**src/rtl/l2_request_scheduler.sv**
```systemverilog
// L2 request scheduler: arbitrates L1 requests against bus snoops and
// sequences tag lookup, MESI write-back/fill traffic and the MESI/LRU update.
module l2_request_scheduler #(
    parameter int WAYS      = 8,
    parameter int ADDR_BITS = 32,
    parameter int SNOOP_MAX = 2,
    localparam int WAY_BITS = $clog2(WAYS)
) (
    input  logic                 clk,
    input  logic                 rst_n,
    input  logic                 l1Valid,
    input  logic [7:0]           l1Cmd,
    input  logic [ADDR_BITS-1:0] l1Addr,
    output logic                 l1Ready,
    output logic                 l1Done,
    output logic                 l1Hit,
    input  logic                 snpValid,
    input  logic [7:0]           snpCmd,
    input  logic [ADDR_BITS-1:0] snpAddr,
    output logic                 snpReady,
    output logic                 snpDone,
    output logic [1:0]           snpResult,
    output logic                 lookupEn,
    output logic [ADDR_BITS-1:0] lookupAddr,
    input  logic                 tagHit,
    input  logic [WAY_BITS-1:0]  hitWay,
    input  logic [3:0]           hitMesi,
    input  logic [WAY_BITS-1:0]  victimWay,
    input  logic [3:0]           victimMesi,
    input  logic [ADDR_BITS-1:0] victimAddr,
    output logic                 writeEn,
    output logic [WAY_BITS-1:0]  writeWay,
    output logic [3:0]           writeMesi,
    output logic                 lruTouch,
    output logic                 busReq,
    output logic [7:0]           busOp,
    output logic [ADDR_BITS-1:0] busAddr,
    input  logic                 busDone,
    input  logic                 busShared,
    output logic                 cmdErr
);
    localparam logic [7:0] C_R = 8'd82;
    localparam logic [7:0] C_W = 8'd87;
    localparam logic [7:0] C_M = 8'd77;
    localparam logic [7:0] C_I = 8'd73;
    localparam logic [3:0] MESI_M = 4'b1000;
    localparam logic [3:0] MESI_E = 4'b0100;
    localparam logic [3:0] MESI_S = 4'b0010;
    localparam logic [3:0] MESI_I = 4'b0001;
    localparam int SW = $clog2(SNOOP_MAX + 2);
    localparam logic [SW-1:0] SMAX = SW'(SNOOP_MAX);

    typedef enum logic [2:0] {
        S_IDLE, S_LOOKUP, S_RESOLVE, S_WRBACK, S_FILL, S_UPDATE, S_ERR
    } state_e;

    state_e                state_q, state_d;
    logic [SW-1:0]         streak_q, streak_d;
    logic                  snp_q, snp_d;
    logic [7:0]            cmd_q, cmd_d;
    logic [ADDR_BITS-1:0]  addr_q, addr_d;
    logic [ADDR_BITS-1:0]  vaddr_q, vaddr_d;
    logic [WAY_BITS-1:0]   way_q, way_d;
    logic [3:0]            mesi_q, mesi_d;
    logic                  hit_q, hit_d;
    logic                  wen_q, wen_d;
    logic                  lru_q, lru_d;
    logic [1:0]            res_q, res_d;

    logic snp_win, l1_legal, snp_legal, valid_hit;

    assign snp_win   = snpValid && (!l1Valid || streak_q < SMAX);
    assign l1_legal  = (l1Cmd == C_R) || (l1Cmd == C_W) || (l1Cmd == C_I);
    assign snp_legal = (snpCmd == C_R) || (snpCmd == C_M) || (snpCmd == C_I);
    // a tag match on an Invalid line counts as a miss
    assign valid_hit = tagHit && (hitMesi != MESI_I) && (hitMesi != 4'b0000);
    assign lookupAddr = addr_q;

    always_ff @(posedge clk or negedge rst_n) begin
        if (!rst_n) begin
            state_q  <= S_IDLE;
            streak_q <= '0;
            snp_q    <= 1'b0;
            cmd_q    <= '0;
            addr_q   <= '0;
            vaddr_q  <= '0;
            way_q    <= '0;
            mesi_q   <= '0;
            hit_q    <= 1'b0;
            wen_q    <= 1'b0;
            lru_q    <= 1'b0;
            res_q    <= '0;
        end else begin
            state_q  <= state_d;
            streak_q <= streak_d;
            snp_q    <= snp_d;
            cmd_q    <= cmd_d;
            addr_q   <= addr_d;
            vaddr_q  <= vaddr_d;
            way_q    <= way_d;
            mesi_q   <= mesi_d;
            hit_q    <= hit_d;
            wen_q    <= wen_d;
            lru_q    <= lru_d;
            res_q    <= res_d;
        end
    end

    always_comb begin
        state_d  = state_q;
        streak_d = streak_q;
        snp_d    = snp_q;
        cmd_d    = cmd_q;
        addr_d   = addr_q;
        vaddr_d  = vaddr_q;
        way_d    = way_q;
        mesi_d   = mesi_q;
        hit_d    = hit_q;
        wen_d    = wen_q;
        lru_d    = lru_q;
        res_d    = res_q;
        l1Ready   = 1'b0;
        l1Done    = 1'b0;
        l1Hit     = 1'b0;
        snpReady  = 1'b0;
        snpDone   = 1'b0;
        snpResult = 2'b00;
        lookupEn  = 1'b0;
        writeEn   = 1'b0;
        writeWay  = '0;
        writeMesi = 4'b0000;
        lruTouch  = 1'b0;
        busReq    = 1'b0;
        busOp     = 8'h00;
        busAddr   = '0;
        cmdErr    = 1'b0;
        unique case (state_q)
            S_IDLE: begin
                // no accept pulse while reset is held
                if (rst_n && snp_win) begin
                    snpReady = 1'b1;
                    snp_d    = 1'b1;
                    cmd_d    = snpCmd;
                    addr_d   = snpAddr;
                    if (l1Valid) streak_d = streak_q + 1'b1;
                    state_d  = snp_legal ? S_LOOKUP : S_ERR;
                end else if (rst_n && l1Valid) begin
                    l1Ready  = 1'b1;
                    snp_d    = 1'b0;
                    cmd_d    = l1Cmd;
                    addr_d   = l1Addr;
                    streak_d = '0;
                    state_d  = l1_legal ? S_LOOKUP : S_ERR;
                end
            end
            S_LOOKUP: begin
                lookupEn = 1'b1;
                state_d  = S_RESOLVE;
            end
            S_RESOLVE: begin
                hit_d   = valid_hit;
                wen_d   = 1'b0;
                lru_d   = 1'b0;
                res_d   = 2'b00;
                way_d   = hitWay;
                vaddr_d = addr_q;
                mesi_d  = MESI_I;
                state_d = S_UPDATE;
                if (snp_q) begin
                    if (valid_hit) begin
                        wen_d  = 1'b1;
                        res_d  = (hitMesi == MESI_M) ? 2'b10 : 2'b01;
                        mesi_d = (cmd_q == C_R) ? MESI_S : MESI_I;
                        if (hitMesi == MESI_M) state_d = S_WRBACK;
                    end
                end else if (valid_hit) begin
                    if (cmd_q == C_R) begin
                        lru_d = 1'b1;
                    end else if (cmd_q == C_W) begin
                        wen_d  = 1'b1;
                        lru_d  = 1'b1;
                        mesi_d = MESI_M;
                        // shared copy needs ownership (RFO) before the write
                        if (hitMesi == MESI_S) state_d = S_FILL;
                    end else begin
                        wen_d = 1'b1;
                    end
                end else if (cmd_q != C_I) begin
                    wen_d   = 1'b1;
                    lru_d   = 1'b1;
                    way_d   = victimWay;
                    vaddr_d = victimAddr;
                    mesi_d  = (cmd_q == C_W) ? MESI_M : MESI_E;
                    state_d = (victimMesi == MESI_M) ? S_WRBACK : S_FILL;
                end
            end
            S_WRBACK: begin
                busReq  = 1'b1;
                busOp   = C_W;
                busAddr = vaddr_q;
                if (busDone) state_d = snp_q ? S_UPDATE : S_FILL;
            end
            S_FILL: begin
                busReq  = 1'b1;
                busOp   = (cmd_q == C_R) ? C_R : C_M;
                busAddr = addr_q;
                if (busDone) begin
                    if (cmd_q == C_R && busShared) mesi_d = MESI_S;
                    state_d = S_UPDATE;
                end
            end
            S_UPDATE: begin
                l1Done    = !snp_q;
                l1Hit     = !snp_q && hit_q;
                snpDone   = snp_q;
                snpResult = snp_q ? res_q : 2'b00;
                writeEn   = wen_q;
                writeWay  = (wen_q || lru_q) ? way_q : '0;
                writeMesi = wen_q ? mesi_q : 4'b0000;
                lruTouch  = lru_q;
                state_d   = S_IDLE;
            end
            S_ERR: begin
                cmdErr  = 1'b1;
                l1Done  = !snp_q;
                snpDone = snp_q;
                state_d = S_IDLE;
            end
            default: state_d = S_IDLE;
        endcase
    end
endmodule
```
**config.mk**
```make
export PLATFORM = sky130hd
export DESIGN_NAME = l2_request_scheduler
export DESIGN_NICKNAME = d
export VERILOG_FILES = /design/src/rtl/l2_request_scheduler.sv
export SDC_FILE = /design/constraint.sdc
export NUM_CORES = 1
export LEC_CHECK = 0
export CAP_MARGIN = 15
export CELL_PAD_IN_SITES_DETAIL_PLACEMENT = 0
export CELL_PAD_IN_SITES_GLOBAL_PLACEMENT = 1
export CORE_ASPECT_RATIO = 1.75
export CORE_UTILIZATION = 27
export DETAILED_ROUTE_END_ITERATION = 12
export GPL_ROUTABILITY_DRIVEN = 0
export PLACE_DENSITY = 0.79
export SYNTH_ARGS = -nofsm -noshare
export SYNTH_HDL_FRONTEND = slang
export SYNTH_SLANG_ARGS = --single-unit
```
**constraint.sdc**
```tcl
create_clock -name clk -period 2.2 [get_ports clk]
set_clock_uncertainty 0.2 [all_clocks]
set_input_delay 0.44 -clock clk [delete_from_list [all_inputs] [get_ports clk]]
set_output_delay 0.44 -clock clk [all_outputs]
set_load 0.02 [all_outputs]
```
# After elaboration in Yosys (flattened, before gate mapping)
# Index checks and enable logic that the tools add are counted.
# classes
addsub	1
magnitude_cmp	1
n_eq_ne	24
n_mux	77
reduce_logical	25
# ops
cell	n
$mux 32	5
$eq 8x7->1 const B	8
$pmux 32 s2	1
$mux 3	17
$mux 4	10
$mux 1	28
$mux 2	10
$mux 8	2
$pmux 3 s5	1
$pmux 7 s2	1
$eq 3x3->1 const B	3
$reduce_and 3->1	3
$eq 4x4->1 const B	2
$ne 2x2->1 const B	4
$ne 8x7->1 const B	1
$pmux 4 s2	1
$logic_and 1x1->1	7
$eq 3x2->1 const B	2
$logic_or 1x1->1	6
$mux 5	1
$eq 4x2->1 const B	1
$ne 4x1->1 const B	1
$reduce_bool 2->1	2
$reduce_bool 4->1	1
8 further kinds	10
# word_totals
register_bits	90
input_bits	133
wordCells	140

# Logic depth before layout (Yosys ltp)
# depth
word_depth	7
depth_mapped	7
mapped_depth_nobuf	5

# Worst setup path after synthesis
# Ideal clock, no wire load.
# synth_timing
path_kind	register -> output
start	register state_q[2]
end	output busOp[4]
arrival_time_ps	1784
slack_ps	-224
stages_incl_launch_ff	7
n_path_buf	4
path_cell_list	dfrtp_1 clkbuf_1 and2_1 clkbuf_1 clkbuf_1 a21o_1 buf_4
# synth_via
elab_chain_len	2
elab_cells_between_ends	3
classes_between	eq/ne (2); mux (1)
# synth_rtl
item	line	rtl
start, declared	57	state_e state_q, state_d;
start signal, assigned	94	state_q <= state_d;
$eq 3x3->1 / $eq 3x2->1 (equally long branches)	137	unique case (state_q)
$pmux 7 s2 *	137	
end, declared	36	output logic [7:0] busOp,
# Every way passes the cells marked *; elsewhere a longest branch is shown, timed or not.

# Final worst setup path
# layout_timing
start	register state_q[0]
end	output busOp[2]
# Same word-level chain as after synthesis.

==> reports/qor_table.md <==
| Item | Value |
|:---|:---|
| Number of warnings printed during yosys synthesis | 0 |
| Root buf cell | sky130_fd_sc_hd__clkbuf_16 |
| Port Buf Inserts | 221 |
| Clock tree from TritonCTS | built |
| Relative area change from synthesis to final layout | 73.44% |
| Least-Margin Pin Slew | 0.6224 ns |
| Largest voltage drop on the vdd net | 0.0006472 V |
| Compound-gate portion of the synthesized area | 0.2351 |
| Final routed wirelength across all metal layers | 19720 µm |
| Class of the most critical hold timing path | input port to asynchronous set/reset pin |
| Period utilisation layout | 1.044 |
| Maximum fanout along the worst path | 6 |
| Io pins | 224 |
| Data arrival time of the worst path | 1.66 ns |
| RSZ-0062 raised after global routing | true |
| Antenna Violating Nets Remaining | 0 |
| Data required, critical path | 1.56 ns |
| Final number of max-transition violations | 0 |
| Die width | 103.6 µm |
| Type of the worst setup path | flop to output pin |
| Minimum clock period | 2.297 ns |
| Setup tns final | -1.880 ns |
| Total Routing Usage GR | 0.2084 |
| Post-Synthesis Mean Instance Area | 8.154 µm² |
| H-Tree Depth | 3 |
| TritonCTS buffer count | 9 |
| DRT iter0 DRCs | 191 |
| Total of flip-flops plus latches after synthesis | 90 |
| Global-route wire length before repair | 30240 µm |
| Post-synthesis mux area share | 0.004362 |
| Largest net degree at the start of global routing | 46 |
| Most frequently used flop master after synthesis | sky130_fd_sc_hd__dfrtp_1 |
| Area of the mapped netlist | 4876 µm² |
| Clock slew at the register clock pins of the worst setup and hold paths | 0.07 ns |
| Core Region | 17620 µm² |
| Ratio of cells with drive above 1 in the final layout | 0.2220 |
| PwrDens | 1389 nW/µm² |
| Number of max-cap violations | 0 |
| # setup viols final | 38 |
| Mean number of vias per cell | 4.939 |
| Number of global-route vias before repair | 5639 |
| Count of cells along the worst register-to-register path | 7 |
| Final worst-path setup slack | -0.09744 ns |
| XOR/XNOR Fraction of Synth Area | 0.003593 |
| Die ar. | 18620 µm² |
| Initial antenna violation count | 1 |
| Adder-cell area share of the yosys netlist | 0 |
| Critical Path Start Type | flop |
| Max transition margin | 0.5850 |
| Chip height | 179.8 µm |
| Vias after detailed routing | 5462 |
| Count of cell types in the netlist | 52 |
| Clock net sink count | 90 |
| Standard-cell row count | 64 |
| Fin area | 8457 µm² |
| Number of buffers between clock root and the deepest sink | 2 |
| Iteration count of the initial detailed-routing pass | 4 |
| Final HPWL DP | 14380 µm |
| Clk_lat worst skew | 0.34 ns |
| Min Hold Slack | 0.02611 ns |
| Wirelength per Cell | 17.83 µm |
| Post-detailed-placement cell area | 7876 µm² |
| Critical path capture point type | output pin |
| Cell count after synthesis | 598 |
| Leak pwr | 3.737 nW |
| Area fraction in and, or, nand and nor cells after synthesis | 0.2471 |
| Sequential area share after synthesis | 0.4619 |
| Result of the run | finished with violations |
| Number of hold violations in the final report | 0 |
| Achievable Freq | 435.3 MHz |
| Dominant combinational cell family by area after synthesis | simple AND/OR/NAND/NOR gates |
| Failing checks | negative setup slack |
| Initial core utilization | 0.2768 |
| Number of enable-type register cells in the synthesized netlist | 0 |
| Post-synthesis async set-or-reset flop share | 1.000 |
| Layout fillers | 1777 |
| Net count reported at finish | 1002 |
| Sum of overflow across all layers after global routing | 0 |
| Drc violations | 0 |
-- final timing paths --
| path | start | end | slack, ns |
|---|---|---|---|
| worst max register to register | cmd_q[2]$_DFFE_PN0P_ | mesi_q[2]$_DFFE_PN0P_ | 0.14 |
| worst min register to register | hit_q$_DFFE_PN0P_ | hit_q$_DFFE_PN0P_ | 0.28 |
| min in group clk | hit_q$_DFFE_PN0P_ | hit_q$_DFFE_PN0P_ | 0.28 |
| worst max-delay path | state_q[0]$_DFFE_PN0P_ | busOp[2] | -0.1 |
| max in group asynchronous | rst_n | state_q[2]$_DFFE_PN0P_ | 0.66 |
| worst min-delay path | rst_n | lookupAddr[30]$_DFFE_PN0P_ | 0.03 |
-- stage by stage --
step | instances | utilization | total power, mW | setup slack (ns)
final | 1106 | 0.4800 | 11.75 | -0.09744
after global routing | 1106 | 0.4800 | 12.51 | -0.1657
after CTS | 1098 | 0.4599 | 11.30 | -0.1731
after detailed placement | 1080 | 0.4471 | 9.785 | -0.4870
after global placement | 1080 | 0.4471 | 9.694 | -0.4187
after floorplan | 599 | - | 6.429 | -0.03473
-- routing by layer --
layer | GRT usage | share of wire | up-vias
li1 | - | - | 2623
met1 | 0.2069 | 0.35 | 2619
met2 | 0.4067 | 0.56 | 180
met3 | 0.03445 | 0.046 | 40
met4 | 0.1078 | 0.039 | 0
met5 | 0 | 0 | -
-- final cells by class --
cell class / instances / area, µm² / share of cell area
multi-input combinational: 454 / 2559 / 0.3026
antenna: 1 / 2.502 / 0.0002959
sequential: 90 / 2255 / 0.2666
timing repair buffer: 307 / 3019 / 0.3570
tap: 231 / 289.0 / 0.03418
clock buffer: 12 / 256.5 / 0.03033
inverter: 7 / 26.28 / 0.003107
clock inverter: 4 / 50.05 / 0.005918
-- logic make-up after synthesis --
family / Yosys count
flip-flops: 90
multiplexers: 2
AO/OA/AOI/OAI: 178
buffers and inverters: 55
other: 1
XOR/XNOR: 2
AND/OR/NAND/NOR: 270
-- what timing repair did --
item,CTS,global route
setup endpoints to repair,57,60
resized for setup,267,88
pin swaps,1,15
cloned,0,3
hold buffers,1,0
hold endpoints to repair,5,0
buffers inserted,2,4
-- placed cells by master, fill, tap and decap left out, types with 9 or more instances in the layout --
cell type | Yosys | final
sky130_fd_sc_hd__a21oi_1 | 74 | 73
sky130_fd_sc_hd__a22o_1 | 32 | 31
sky130_fd_sc_hd__a31oi_1 | 43 | 43
sky130_fd_sc_hd__and3_1 | 11 | 9
sky130_fd_sc_hd__buf_4 | 5 | 77
sky130_fd_sc_hd__buf_6 | 0 | 47
sky130_fd_sc_hd__clkbuf_16 | 0 | 11
sky130_fd_sc_hd__clkdlybuf4s50_1 | 0 | 161
sky130_fd_sc_hd__dfrtp_1 | 90 | 88
sky130_fd_sc_hd__nand2_1 | 133 | 131
sky130_fd_sc_hd__nor2_1 | 83 | 81
-- worst max-delay path: stages (launching register included) --
cell,delay (ns)
sky130_fd_sc_hd__dfrtp_1,0.42
sky130_fd_sc_hd__buf_6,0.15
sky130_fd_sc_hd__and2_4,0.21
sky130_fd_sc_hd__buf_12,0.15
sky130_fd_sc_hd__or2_4,0.26
sky130_fd_sc_hd__buf_6,0.13
-- cell usage after synthesis (2+ instances only) --
master	instances	area share
sky130_fd_sc_hd__a21o_1	5	0.0077
sky130_fd_sc_hd__a21oi_1	74	0.076
sky130_fd_sc_hd__a22o_1	32	0.057
sky130_fd_sc_hd__a31oi_1	43	0.055
sky130_fd_sc_hd__and2_1	7	0.0090
sky130_fd_sc_hd__and3_1	11	0.014
sky130_fd_sc_hd__buf_2	4	0.0041
sky130_fd_sc_hd__buf_4	5	0.0077
sky130_fd_sc_hd__clkbuf_1	39	0.030
sky130_fd_sc_hd__dfrtp_1	90	0.46
sky130_fd_sc_hd__inv_1	7	0.0054
sky130_fd_sc_hd__nand2_1	133	0.10
sky130_fd_sc_hd__nand3_1	5	0.0051
sky130_fd_sc_hd__nand4b_1	2	0.0036
sky130_fd_sc_hd__nor2_1	83	0.064
sky130_fd_sc_hd__nor2b_1	5	0.0064
sky130_fd_sc_hd__nor3_1	2	0.0021
sky130_fd_sc_hd__nor3b_1	2	0.0031
sky130_fd_sc_hd__nor4_1	2	0.0026
sky130_fd_sc_hd__nor4b_1	4	0.0072
sky130_fd_sc_hd__o21a_1	2	0.0031
sky130_fd_sc_hd__o21ai_0	6	0.0062
sky130_fd_sc_hd__o22ai_1	2	0.0026
sky130_fd_sc_hd__o31ai_1	3	0.0046
sky130_fd_sc_hd__or2_2	2	0.0026
sky130_fd_sc_hd__or4bb_1	2	0.0046
-- power breakdown --
group          internal, mW  switching (mW)  leakage (nW)
combinational          3.46            3.56          2.57
clock                 0.942           0.660         0.145
sequential             2.48           0.643          1.02
-- state kept, by name, summed over array words and instances, names as in the netlist, 2 cells and up --
name / count
cmd_q: 8
lookupAddr: 32
mesi_q: 4
res_q: 2
state_q: 3
streak_q: 2
vaddr_q: 32
way_q: 3
(Power assumes the default switching activity.)
